$ cat config.mk
export PLATFORM = sky130hd
export DESIGN_NAME = scan_capture4b4_flat
export DESIGN_NICKNAME = d
export VERILOG_FILES = /design/src/rtl/scan_capture4b4_if.sv /design/src/rtl/scan_capture4b4.sv /design/src/flat_wrapper.sv
export SDC_FILE = /design/constraint.sdc
export NUM_CORES = 1
export LEC_CHECK = 0
export ABC_AREA = 1
export BUFFER_PORTS_ARGS = -buffer_cell sky130_fd_sc_hd__buf_2
export CAP_MARGIN = 20
export CORE_MARGIN = 3
export CORE_UTILIZATION = 45
export DETAILED_ROUTE_END_ITERATION = 10
export GPL_TIMING_DRIVEN = 1
export HOLD_SLACK_MARGIN = 0.05
export MAX_ROUTING_LAYER = met4
export PLACE_DENSITY = 0.7
export SETUP_SLACK_MARGIN = 0.5
export SYNTH_ARGS = -nofsm -noshare
export SYNTH_HDL_FRONTEND = slang
export SYNTH_SLANG_ARGS = --single-unit
$ cat constraint.sdc
create_clock -name clk -period 1.7 [get_ports clk]
set_input_delay 0.17 -clock clk [delete_from_list [all_inputs] [get_ports clk]]
set_output_delay 0.17 -clock clk [all_outputs]
set_load 0.01 [all_outputs]
$ cat src/rtl/scan_capture4b4_if.sv
// Scan/capture bus between the channel scanner and its environment.
//   start, continuous : scan requests into the scanner
//   S                 : channel select out to the downstream 4:1 4-bit mux
//   Y                 : mux output for the currently driven S
//   frame, frame_valid: captured 4-channel frame and its valid flag
//   frame_ready       : consumer acceptance
//   busy              : scanner not idle
interface scan_capture4b4_if;
    logic        start;
    logic        continuous;
    logic [1:0]  S;
    logic [3:0]  Y;
    logic [15:0] frame;
    logic        frame_valid;
    logic        frame_ready;
    logic        busy;

    // Scanner side
    modport master (
        input  start, continuous, Y, frame_ready,
        output S, frame, frame_valid, busy
    );

    // Environment side (requester, mux, consumer)
    modport slave (
        output start, continuous, Y, frame_ready,
        input  S, frame, frame_valid, busy
    );
endinterface

$ cat src/rtl/scan_capture4b4.sv
// Sequentially selects channels 0..3 of an external 4:1 4-bit mux, holds
// each select for DWELL cycles, samples Y on the last cycle of each dwell
// and presents the assembled 16-bit frame with a valid/ready handshake.
// Ports:
//   clk   : clock, rising edge
//   rst_n : asynchronous active-low reset
//   bus   : scan_capture4b4_if.master (start, continuous, S, Y, frame,
//           frame_valid, frame_ready, busy)
// DWELL legal range is 1..16.
module scan_capture4b4 #(
    parameter int unsigned DWELL = 4
) (
    input  logic                   clk,
    input  logic                   rst_n,
    scan_capture4b4_if.master      bus
);

    localparam int unsigned CNT_W = 4;
    localparam logic [CNT_W-1:0] CNT_LAST = CNT_W'(DWELL - 1);

    typedef enum logic [1:0] {
        IDLE = 2'd0,
        SCAN = 2'd1,
        HOLD = 2'd2
    } state_e;

    state_e           state_q, state_d;
    logic [1:0]       s_q, s_d;
    logic [CNT_W-1:0] cnt_q, cnt_d;
    logic [15:0]      frame_q, frame_d;
    logic             valid_q, valid_d;
    logic             busy_q, busy_d;

    // Next-state, select, dwell counter and frame capture
    always_comb begin
        state_d = state_q;
        s_d     = s_q;
        cnt_d   = cnt_q;
        frame_d = frame_q;

        unique case (state_q)
            IDLE: begin
                if (bus.start) begin
                    state_d = SCAN;
                    s_d     = 2'd0;
                    cnt_d   = '0;
                end
            end
            SCAN: begin
                if (cnt_q == CNT_LAST) begin
                    // Last dwell cycle of this channel: capture Y into its slot
                    cnt_d = '0;
                    case (s_q)
                        2'd0:    frame_d[3:0]   = bus.Y;
                        2'd1:    frame_d[7:4]   = bus.Y;
                        2'd2:    frame_d[11:8]  = bus.Y;
                        default: frame_d[15:12] = bus.Y;
                    endcase
                    if (s_q == 2'd3) begin
                        state_d = HOLD;
                        s_d     = 2'd0;
                    end else begin
                        s_d = s_q + 2'd1;
                    end
                end else begin
                    cnt_d = cnt_q + CNT_W'(1);
                end
            end
            HOLD: begin
                // continuous only matters at the accepting edge
                if (bus.frame_ready) begin
                    state_d = bus.continuous ? SCAN : IDLE;
                    s_d     = 2'd0;
                    cnt_d   = '0;
                end
            end
            default: begin
                state_d = IDLE;
                s_d     = 2'd0;
                cnt_d   = '0;
            end
        endcase

        // Status flags registered from the next state
        valid_d = (state_d == HOLD);
        busy_d  = (state_d != IDLE);
    end

    // State register
    always_ff @(posedge clk or negedge rst_n) begin
        if (!rst_n) begin
            state_q <= IDLE;
            s_q     <= 2'd0;
            cnt_q   <= '0;
            frame_q <= '0;
            valid_q <= 1'b0;
            busy_q  <= 1'b0;
        end else begin
            state_q <= state_d;
            s_q     <= s_d;
            cnt_q   <= cnt_d;
            frame_q <= frame_d;
            valid_q <= valid_d;
            busy_q  <= busy_d;
        end
    end

    assign bus.S           = s_q;
    assign bus.frame       = frame_q;
    assign bus.frame_valid = valid_q;
    assign bus.busy        = busy_q;

endmodule

$ cat src/flat_wrapper.sv
// flat-port wrapper written by rule: the top's interface ports become plain ports
module scan_capture4b4_flat 
#(
    parameter int unsigned DWELL = 4
)
  (clk, rst_n, bus_start, bus_continuous, bus_Y, bus_frame_ready, bus_S, bus_frame, bus_frame_valid, bus_busy);
  scan_capture4b4_if bus_i ();
  input  logic clk;
  input  logic rst_n;
  input wire logic [$bits(bus_i.start)-1:0] bus_start;
  input wire logic [$bits(bus_i.continuous)-1:0] bus_continuous;
  input wire logic [$bits(bus_i.Y)-1:0] bus_Y;
  input wire logic [$bits(bus_i.frame_ready)-1:0] bus_frame_ready;
  output wire logic [$bits(bus_i.S)-1:0] bus_S;
  output wire logic [$bits(bus_i.frame)-1:0] bus_frame;
  output wire logic [$bits(bus_i.frame_valid)-1:0] bus_frame_valid;
  output wire logic [$bits(bus_i.busy)-1:0] bus_busy;
  assign bus_i.start = bus_start;
  assign bus_i.continuous = bus_continuous;
  assign bus_i.Y = bus_Y;
  assign bus_i.frame_ready = bus_frame_ready;
  assign bus_S = bus_i.S;
  assign bus_frame = bus_i.frame;
  assign bus_frame_valid = bus_i.frame_valid;
  assign bus_busy = bus_i.busy;
  scan_capture4b4 #(.DWELL(DWELL)) u_core (.clk(clk), .rst_n(rst_n), .bus(bus_i));
endmodule
==> flow_summary.toml <==
[setup_path]
worstPathCellList = "inv_2, ha_1, nand2_2, nor2_4, inv_2, nand2_1, nand2_1"
reg2reg_depth = 7
critPathKind = "reg -> reg"
critPathBufInv = 2
reg2reg_from = "u_core.bus.S[0]"
r2r_slack_ns = 0.48
r2r_end = "u_core.bus.frame[11]"
crit_family = "flip-flops"
worstPathMaxFanout = 5
critical_path_arrival_ns = 1.43
end_kind = "register"
max_stage_delay_ns = 0.48
cp-start-kind = "register"
critPathRequiredTime_ns = 1.91
critPathSlowestCell = "dfrtp_2"

[power]
power_frac_comb_pct = 54.1
seq_power_share_pct = 37.7
internal_power_w = 0.00175
p_sw_share_pct = 42.9
p_per_area_nw_per_um2 = 1810
clockPowerShare_pct = 8.2
power_w = 0.00306
p_sw_w = 0.00131
ir_drop_mv = 1.11
p_leak_nw = 0.845

[clocking]
clkTransAtPathRegs_ns = 0.14
clk_path_buf_depth = 2
numCtsBuffers = 3
htreeDepth = 1
cts_tree = "done"
cts-root-buf = "clkbuf_4"
clock_sinks = 26
clkLatencyLatePin_ns = 0.31

[yosys]
synth_enable_flop_cells = 0
yosysTopAreaCell = "dfrtp_1"
ys_seq_elements = 26
ys_warn_count = 0
netlist_area_sq_um = 1220
synthFlopType = "dfrtp_1"
avgSynthCellArea_sq_um = 8.66
ys_types = 20
synth_commonest_cells = "nand2_1, dfrtp_1, inv_1"
synthArstFlopShare_pct = 100
netlist_instances = 141
synth_top_area_share_pct = 53.3
synth_nets = 155
ys_seq_area_share_pct = 53.3
synth.area.top_cells = "dfrtp_1, nand2_1, ha_1, nand2_2, nor2_4"
yosysMostFrequentCell = "nand2_1"

[place]
place_congestion = 0.833
dpl_worst_slack_ns = 0.408
portBuffers = 28
dp_hpwl_microns = 1810

[timing]
grt_setup_unrepaired = "yes"
fin_setup_tns_ns = 0
setup_viol = 0
slew_viol_final = 0
layout_min_cycle_time_ns = 1.22
hold_violations = 0
setup_slack_ns = 0.479
max_slew_margin_pct = 62.3
fmax_mhz = 819
final.setup_skew_ns = 0.00815
worst_pin_slew_ns = 0.565
fin_crit_sh_pct = 71.8

[run]
drv_cap = 0

[grt]
use_met1_pct = 20.9
overflow = 0
grt_antenna_before_repair = 0
grt_use_met3_pct = 3.34
grt_pass1_wl_microns = 4240
top_usage_layer = "met2"
grt.total_usage_pct = 16.8
grt_pass1_vias = 954
use_met2_pct = 26.9
grt_max_degree = 27

[layout]
diodes = 0
syn_to_final_growth_pct = 38.4
drive_gt1_share_pct = 44.3
finalNetCount = 201

[run_status]
status = "completed"

[floorplan]
ioPinCount = 29
initial_core_util_pct = 48.4
die_w_microns = 58.1
row_count = 18
core_sq_um = 2520
die_h_microns = 58.1
die_area_sq_um = 3380

[drt]
first_iter_violations = 43
finalWirelength_microns = 2820
wl_per_cell_microns = 13.1
postRouteAntennaNets = 0
vias = 1044
drc = 0
viasPerCell = 4.86
firstDrtPassIters = 4

[worst_hold_path]
hp-class = "in -> reg"
min_to = "u_core.bus.frame[9]"
worst_hold_startpoint = "bus_Y[1]"
hold_depth = 3
-- sequential cells by signal, indices dropped and copies added (netlist names) --
name / count
u_core.bus.frame_valid: 1
u_core.bus.busy: 1
u_core.bus.frame: 16
u_core.bus.S: 2
u_core.state_q: 2
u_core.cnt_q: 4
-- repair_timing --
item / in CTS / in global routing
pin swaps: 0 / 10
endpoints found under the hold margin: 26 / 0
hold buffers: 1 / 0
endpoints found under the setup margin: 21 / 23
gates resized for setup: 8 / 35
setup buffers: 5 / 7
-- power groups by stage --
stage          Clock [W]  Sequential, W  Combinational [W]
6_report        0.000250        0.00115            0.00165
5_1_grt         0.000287        0.00120            0.00183
2_1_floorplan          0        0.00119           0.000687
3_3_place_gp           0        0.00108            0.00115
4_1_cts         0.000260        0.00109            0.00132
3_5_place_dp           0        0.00110            0.00118
-- worst min-delay path, delay by kind of cell --
| family | cells | cell delay, ns |
|---|---|---|
| buffers and inverters | 1 | 0.13 |
| AND/OR/NAND/NOR | 2 | 0.10 |
-- cells by family after synthesis --
family,share of synthesized area (%)
fa+ha+maj,5.12
xor+xnor,1.43
buf+inv,3.89
simple gates,32.6
compound gates,3.69
flops,53.3
-- cells in the final DEF (no fill, tap or decap), types with 5 or more instances in the layout --
master / count
inv_2: 6
dfrtp_2: 5
nand2_1: 59
o21ai_0: 6
nor2_4: 5
buf_2: 27
nand2_2: 7
buf_4: 9
dfrtp_1: 21
-- through the flow --
stage                     hold slack [ns]  std cells  util, %  area [sq um]
final                               0.113        215     67.0          1690
after global routing                0.100        215     67.0          1690
after CTS                           0.109        208     59.8          1510
after detailed placement            0.201        199     55.5          1400
after global placement              0.188        199     55.5          1400
after floorplan                    -0.126        141        -          1220
-- how the worst max path moves through the flow --
stage,cells after the start,from,endpoint,slack (ns)
global route,7,u_core.bus.S[0],u_core.bus.frame[11],0.39
floorplan,6,u_core.cnt_q[0],u_core.bus.frame[0],0.53
CTS,6,u_core.state_q[0],u_core.bus.S[1],0.48
finish,7,u_core.bus.S[0],u_core.bus.frame[11],0.48
global placement,6,u_core.cnt_q[0],u_core.bus.frame[1],0.46
detailed placement,6,u_core.cnt_q[0],u_core.bus.S[1],0.41
-- layout make-up --
type                    count  area, sq um
fillers                   204          832
flip-flops and latches     26          657
multi-input cells         103          653
repair buffers             41          258
inverters                  12         62.6
well taps                  30         37.5
clock buffers               3         22.5
-- metal layers --
layer  share of wire (%)  routed length (microns)
met5                   0                        0
met4                 1.4                       40
met3                 6.1                      172
met2                  51                     1430
met1                  42                     1170
No activity file was read; power rests on OpenSTA's default activity.
